**config.mk**
```make
export PLATFORM = sky130hd
export DESIGN_NAME = mtm_row_feeder
export DESIGN_NICKNAME = d
export VERILOG_FILES = /design/src/rtl/mtm_row_feeder.sv
export SDC_FILE = /design/constraint.sdc
export NUM_CORES = 1
export LEC_CHECK = 0
export BUFFER_PORTS_ARGS = -buffer_cell sky130_fd_sc_hd__clkbuf_2
export CAP_MARGIN = 0
export CORE_ASPECT_RATIO = 1.1
export CORE_UTILIZATION = 30
export DETAILED_ROUTE_END_ITERATION = 10
export MAX_ROUTING_LAYER = met4
export PLACE_DENSITY = 0.48
export SYNTH_ARGS = -nofsm -noshare
export SYNTH_HDL_FRONTEND = slang
export SYNTH_SLANG_ARGS = --single-unit
```
**constraint.sdc**
```tcl
create_clock -name clk -period 1.4 [get_ports clk]
set_input_delay 0.21 -clock clk [delete_from_list [all_inputs] [get_ports clk]]
set_output_delay 0.21 -clock clk [all_outputs]
set_load 0.1 [all_outputs]
```
**src/rtl/mtm_row_feeder.sv**
```systemverilog
// mtm_row_feeder: assembles a row-major element stream into NUM_PE x NUM_PE tiles and replays each
// tile as NUM_PE contiguous row beats for mtm_unit. Optional macro: MTM_FEEDER_PINGPONG_EN (two banks).
module mtm_row_feeder #(
    parameter int unsigned DATA_WIDTH = 8,
    parameter int unsigned NUM_PE     = 4,
    parameter int unsigned GAP_CYCLES = 4
) (
    input  logic                  clk,
    input  logic                  rst,
    input  logic                  in_val,
    output logic                  in_ready,
    input  logic [DATA_WIDTH-1:0] in_data,
    output logic                  row_val,
    output logic [DATA_WIDTH-1:0] row_data [0:NUM_PE-1],
    output logic                  busy
);
`ifdef MTM_FEEDER_PINGPONG_EN
    localparam int unsigned NB = 2;
    localparam logic        PP = 1'b1;
`else
    localparam int unsigned NB = 1;
    localparam logic        PP = 1'b0;
`endif
    localparam int unsigned   CW   = $clog2(NUM_PE);
    localparam int unsigned   GW   = (GAP_CYCLES > 0) ? $clog2(GAP_CYCLES + 1) : 1;
    localparam logic [CW-1:0] LAST = CW'(NUM_PE - 1);

    typedef enum logic [1:0] {S_IDLE, S_BURST, S_GAP} state_e;

    logic [DATA_WIDTH-1:0] bank_q [0:NB-1][0:NUM_PE-1][0:NUM_PE-1];
    logic [NB-1:0]         full_q, full_set, full_clr;
    logic [CW-1:0]         wcol_q, wrow_q;
    logic                  wr_sel_q;
    logic                  accept, wr_last;

    state_e                state_q, state_d;
    logic                  row_val_q, row_val_d;
    logic [DATA_WIDTH-1:0] row_data_q [0:NUM_PE-1];
    logic [DATA_WIDTH-1:0] row_data_d [0:NUM_PE-1];
    logic [CW-1:0]         rrow_q, rrow_d;
    logic [GW-1:0]         gap_q, gap_d;
    logic                  rd_sel_q, rd_sel_d;
    logic                  rd_other, tile_rdy, next_rdy;

    assign in_ready = !full_q[wr_sel_q];
    assign accept   = in_val && in_ready;
    assign wr_last  = accept && (wrow_q == LAST) && (wcol_q == LAST);
    assign rd_other = rd_sel_q ^ PP;

    // A tile completing on this edge counts as ready so row 0 follows its last element directly.
    assign tile_rdy = full_q[rd_sel_q] || (wr_last && (wr_sel_q == rd_sel_q));
    assign next_rdy = PP && (full_q[rd_other] || (wr_last && (wr_sel_q == rd_other)));

    assign row_val  = row_val_q;
    assign row_data = row_data_q;
    assign busy     = (state_q != S_IDLE) || (|full_q);

    always_ff @(posedge clk) begin
        if (accept) bank_q[wr_sel_q][wrow_q][wcol_q] <= in_data;
    end

    always_ff @(posedge clk or negedge rst) begin
        if (!rst) begin
            wcol_q   <= '0;
            wrow_q   <= '0;
            wr_sel_q <= 1'b0;
        end else if (accept) begin
            if (wcol_q == LAST) begin
                wcol_q <= '0;
                wrow_q <= (wrow_q == LAST) ? '0 : wrow_q + CW'(1);
            end else begin
                wcol_q <= wcol_q + CW'(1);
            end
            if (wr_last) wr_sel_q <= wr_sel_q ^ PP;
        end
    end

    always_comb begin
        full_set = '0;
        if (wr_last) full_set[wr_sel_q] = 1'b1;
    end

    always_ff @(posedge clk or negedge rst) begin
        if (!rst) begin
            full_q    <= '0;
            state_q   <= S_IDLE;
            row_val_q <= 1'b0;
            rrow_q    <= '0;
            gap_q     <= '0;
            rd_sel_q  <= 1'b0;
            for (int i = 0; i < NUM_PE; i++) row_data_q[i] <= '0;
        end else begin
            full_q     <= (full_q | full_set) & ~full_clr;
            state_q    <= state_d;
            row_val_q  <= row_val_d;
            rrow_q     <= rrow_d;
            gap_q      <= gap_d;
            rd_sel_q   <= rd_sel_d;
            row_data_q <= row_data_d;
        end
    end

    // Read FSM: rrow_q is the next row to present; wrapping to 0 means the last row is on the bus.
    always_comb begin
        state_d    = state_q;
        row_val_d  = row_val_q;
        row_data_d = row_data_q;
        rrow_d     = rrow_q;
        gap_d      = gap_q;
        rd_sel_d   = rd_sel_q;
        full_clr   = '0;
        case (state_q)
            S_IDLE: begin
                if (tile_rdy) begin
                    state_d    = S_BURST;
                    row_val_d  = 1'b1;
                    row_data_d = bank_q[rd_sel_q][0];
                    rrow_d     = CW'(1);
                end
            end
            S_BURST: begin
                if (rrow_q == '0) begin
                    full_clr[rd_sel_q] = 1'b1;
                    rd_sel_d           = rd_other;
                    if (GAP_CYCLES > 0) begin
                        state_d   = S_GAP;
                        row_val_d = 1'b0;
                        gap_d     = GW'(GAP_CYCLES);
                    end else if (next_rdy) begin
                        row_data_d = bank_q[rd_other][0];
                        rrow_d     = CW'(1);
                    end else begin
                        state_d   = S_IDLE;
                        row_val_d = 1'b0;
                    end
                end else begin
                    row_data_d = bank_q[rd_sel_q][rrow_q];
                    rrow_d     = (rrow_q == LAST) ? '0 : rrow_q + CW'(1);
                end
            end
            S_GAP: begin
                gap_d = gap_q - GW'(1);
                if (gap_q <= GW'(1)) state_d = S_IDLE;
            end
            default: state_d = S_IDLE;
        endcase
    end
endmodule

```
# == Yosys cells after proc, flatten, opt, wreduce, memory -nomap -nowiden ==
# Memory sizes are Yosys's and may differ from the RTL's.
# Cells that the tools add are included.
# totals
memories,1
ram_bits,128
reg_bits,45
wordCells,84
# op_classes
magnitude_cmp,6
add_sub_neg,4
bitwise,6
n_eq_ne,9
n_reduce_logical,18
n_mux,29
# mem_list
memory,words,width,rd,rd_clocked_by_memory_dff,wr,line,text
bank_q,1,128,1,0,1,30,logic [DATA_WIDTH-1:0] bank_q [0:NB-1][0:NUM_PE-1][0:NUM_PE-1];
# ops
cell,n
two-way mux 32 bit,5
two-way mux 128 bit,1
binary-select mux 32 bit (select 2 bit),1
demux 32 bit (select 2 bit),1
case mux 32 bit (2 select lines),1
demux 8 bit (select 2 bit),1
two-way mux 2 bit,7
"greater-or-equal comparator 3 bit, second input constant",3
inverter 2 -> 3 bit,3
AND reduction 3 bit,3
"equality test 2 bit, second input constant",4
two-way mux 8 bit,1
"!= test 2 bit, second input constant",4
"adder 2 x 1 -> 2 bit, second input constant",3
"less-than comparator 3 x 1 -> 1 bit, second input constant",2
two-way mux 1 bit,6
case mux 2 bit (3 select lines),1
case mux 3 bit (2 select lines),1
nonzero test 2 bit,3
logical AND 1 bit,5
zero test 2 bit,2
case mux 2 bit (2 select lines),1
AND reduction 2 bit,2
"<= comparator 3 x 1 -> 1 bit, second input constant",1
other kinds (9),10

# == Longest topological paths before layout ==
# depth
word_depth,8
ltp_mapped,7
ltp_nobuf,5

# == Worst setup path before layout ==
# No wires, ideal clock.
# synth_path
path_type,flip-flop to flip-flop
start,reg wrow_q[0]
end,reg row_data_q (netlist bit row_data[22])
required_ps,1322
slack_ps,-170
arrival_time_ps,1492
setup_time_ps,78
stages_incl_launch_ff,7
period_less_slack_ps,1570
cell_sequence,dfrtp_1 > ha_1 > a31oi_4 > nor3_4 > nor2_2 > buf_2 > o2bb2ai_1
# synth_between
elab_chain_len,6
# synth_lines
item,line,text
"start, declared",32,"logic [CW-1:0] wcol_q, wrow_q;"
"start signal, assigned",70,wrow_q <= (wrow_q == LAST) ? '0 : wrow_q + CW'(1);
equality test 2 bit,47,assign wr_last = accept && (wrow_q == LAST) && (wcol_q == LAST);
logical AND 1 bit (2 in series),47,
logical OR 1 bit,51,assign tile_rdy = full_q[rd_sel_q] || (wr_last && (wr_sel_q == rd_sel_q));
!= test 2 bit (no line),--,
AND reduction 3 bit (no line),--,
"end signal, assigned",99,row_data_q <= row_data_d;
"end, declared",38,logic [DATA_WIDTH-1:0] row_data_q [0:NUM_PE-1];
# Every way passes these cells.
# A chain may end at the register's enable or synchronous reset.

# == Final worst setup path ==
# layout_path
start,reg wrow_q[0]
end,reg row_data_q (netlist bit row_data[9])
# The elaborated chain is that of the path after synthesis.

==> impl_metrics.json <==
{
  "syn_nets": 493,
  "track_usage_pct": 15.88,
  "die-area_sq_mm": 0.02360,
  "cts_htree_levels": 4,
  "hold_viol": 0,
  "first_pass_iters": 4,
  "max_freq_mhz": 583.7,
  "die_w_um": 146.6,
  "drt_iter0_markers": 253,
  "rrSetupSlack_ns": -0.31,
  "grt_max_degree": 39,
  "ant_nets": 0,
  "cts.reportedPaths.clkPinSlew_ns": 0.06,
  "grt-ovfl-total": 0,
  "placedCellCount": 824,
  "io_pins": 46,
  "nets": 588,
  "period_share_pct": 122.4,
  "wl_mm": 17.10,
  "utilization_pct": 41.95,
  "syn2layout_area_growth_pct": 35.75,
  "diodes": 0,
  "criticalPathCategory": "reg2reg",
  "fin_crit_ns": 1.713,
  "tightest_slew_ns": 0.4394,
  "netlist_area_sq_mm": 0.006898,
  "p_leak_nw": 3.383,
  "peakVddDrop_uv": 998.8,
  "endpoint_kind": "flop",
  "synth-async-reset-ratio_pct": 26.01,
  "ys_ff_latch": 173,
  "cp_max_fo": 14,
  "gp_congestion": 0.7502,
  "fin_skew_ns": 0.007897,
  "drv_slew": 0,
  "drcViolationCount": 0,
  "hpwlAfterDp_mm": 9.966,
  "core_sq_mm": 0.02232,
  "cp_slowest_cell": "dfrtp_1",
  "hold_ws_ns": 0.1729,
  "cp.required_ns": 1.71,
  "ys_seq_area_share_pct": 72.05,
  "synth_edf_count": 128,
  "vias": 4136,
  "path_cells": "ha_4 > a31oi_4 > nor3_4 > buf_6 > buf_4 > a31oi_1 > o2bb2ai_4",
  "max_slew_margin_pct": 70.71,
  "cts_tree": "built",
  "grt_util_met3_pct": 2.966,
  "numCtsBuffers": 17,
  "vias_per_cell": 4.732,
  "setup_ws_ns": -0.3133,
  "arrival_ns": 2.02,
  "rsz0062_at_grt": "true",
  "slowest_delay_ns": 0.42,
  "path_buf_inv": 2,
  "nFillCells": 1999,
  "netlist.top_cell.by_area": "edfxtp_1",
  "synth_cell_types": 32,
  "synth_area_per_cell_sq_um": 14.65,
  "grt_pass1_vias": 4461,
  "io_buffers": 45,
  "synthFlopType": "edfxtp_1",
  "cp-start-kind": "flop",
  "grt_pass1_wl_mm": 26.33,
  "instances_no_fill": 874,
  "insertion_delay_ns": 0.42,
  "setup-violations-final": 166,
  "rows": 57,
  "ys_warn_count": 0,
  "drive_gt1_share_pct": 36.44,
  "antenna_found_initial": 0,
  "synth_top_cells_by_area": "edfxtp_1 (56%), dfrtp_1 (16%), mux2i_1 (4.6%)",
  "use_met1_pct": 19.72,
  "status": "finished with violations",
  "synthCells": 471,
  "route.detailed.wl_per_inst_um": 19.56,
  "failed_checks": "negative setup slack",
  "synth_top_area_share_pct": 55.72,
  "dp_worst_setup_slack_ns": -0.2432,
  "use_met2_pct": 25.91,
  "min_path_type": "in2async",
  "power.density_mw_per_mm2": 2529,
  "clockRootBuffer": "clkbuf_16",
  "die_y_um": 161.0,
  "start_util_pct": 30.90,
  "synth.most_common_cell": "edfxtp_1",
  "drv_cap": 0,
  "clock-sinks": 173,
  "critPathTopFamily": "compound AO/OA/AOI/OAI gates",
  "busiest_layer": "met2",
  "cts.path.max_buffers": 2,
  "synthTopCellsByCount": "edfxtp_1 (128), dfrtp_1 (45), nor2_1 (38)"
}
state kept, by name, indices dropped and copies added, names as in the netlist:
| register | cells |
|---|---|
| bank_q | 128 |
| full_q | 1 |
| gap_q | 3 |
| row_data | 32 |
| row_val | 1 |
| rrow_q | 2 |
| state_q | 2 |
| wcol_q | 2 |
| wrow_q | 2 |
placed cells by master (no fill, tap or decap), types with 4 or more instances in the layout:
cell type     n
buf_12       21
nor2_1       38
o2bb2ai_4     6
clkinvlp_4    4
a21oi_1       6
inv_2         4
clkbuf_16    17
buf_4        51
mux2i_1      32
ha_4          8
inv_1         7
nand2b_1     32
buf_6        16
a31oi_2       4
dfrtp_2       4
dfrtp_1      41
clkbuf_2     10
a31oi_1      25
o2bb2ai_2    19
o2bb2ai_1     7
edfxtp_1    128
nand2_1      34
and3_4       16
a31oi_4       4
path summary, 6_finish.rpt:
check,cells after the start,endpoint,start
setup / recovery,7,row_data[9]$_DFFE_PN0P_,wrow_q[0]$_DFFE_PN0P_
hold / removal,2,row_data[4]$_DFFE_PN0P_,rst
setup reg to reg,7,row_data[9]$_DFFE_PN0P_,wrow_q[0]$_DFFE_PN0P_
hold reg to reg,2,row_data[26]$_DFFE_PN0P_,bank_q[0][122]$_DFFE_PP_
max in group asynchronous,3,state_q[0]$_DFFE_PN0P_,rst
min in group clk,1,bank_q[0][125]$_DFFE_PP_,in_data[5]
where the power goes:
part	switching, W	internal, W
registers	0.000676	0.00649
logic	0.00742	0.00455
clock network	0.00189	0.00266
total	0.00998	0.0137
stage by stage:
| stage | TNS, ns | instance area, sq um | power [W] |
|---|---|---|---|
| 3_5_place_dp | -20.74 | 8099 | 0.01685 |
| 2_1_floorplan | -1.886 | 6965 | 0.01368 |
| 5_1_grt | -26.55 | 9364 | 0.02470 |
| 4_1_cts | -21.20 | 9249 | 0.02356 |
| 3_3_place_gp | -14.71 | 8099 | 0.01671 |
| 6_report | -17.85 | 9364 | 0.02368 |
layer usage:
metal	share of wire (%)	up-vias	wire, um
met1	45	2099	7679
met4	1.9	0	325
met5	0	-	0
met3	3.2	19	539
li1	-	1938	-
met2	50	80	8553
layout make-up:
type	count	area (sq um)	share of cell area [%]
Sequential cell	173	4975	53.13
Multi-Input combinational cell	258	2268	24.23
Timing Repair Buffer	103	1129	12.05
Clock buffer	21	450.4	4.810
Tap cell	295	369.1	3.942
Clock inverter	11	116.4	1.243
Inverter	13	56.30	0.6013
timing repair:
item / 4_1_cts / 5_1_grt
gates cloned: 8 / 0
setup buffers: 21 / 6
hold endpoints to repair: 45 / 0
hold buffers: 1 / 0
gates resized for setup: 88 / 37
endpoints found under the setup margin: 166 / 171
pin swaps: 25 / 16
cells by family (layout without fill, tap and decap cells):
group           count (synthesis)  after routing  synth area share, %
compound gates                 82             82                8.924
fa+ha+maj                      11             11                1.995
flops                         173            173                72.05
simple gates                  131            131                9.360
buf+inv                        40            148                2.703
mux                            34             34                4.970
Power figures use the tool's default switching activity.
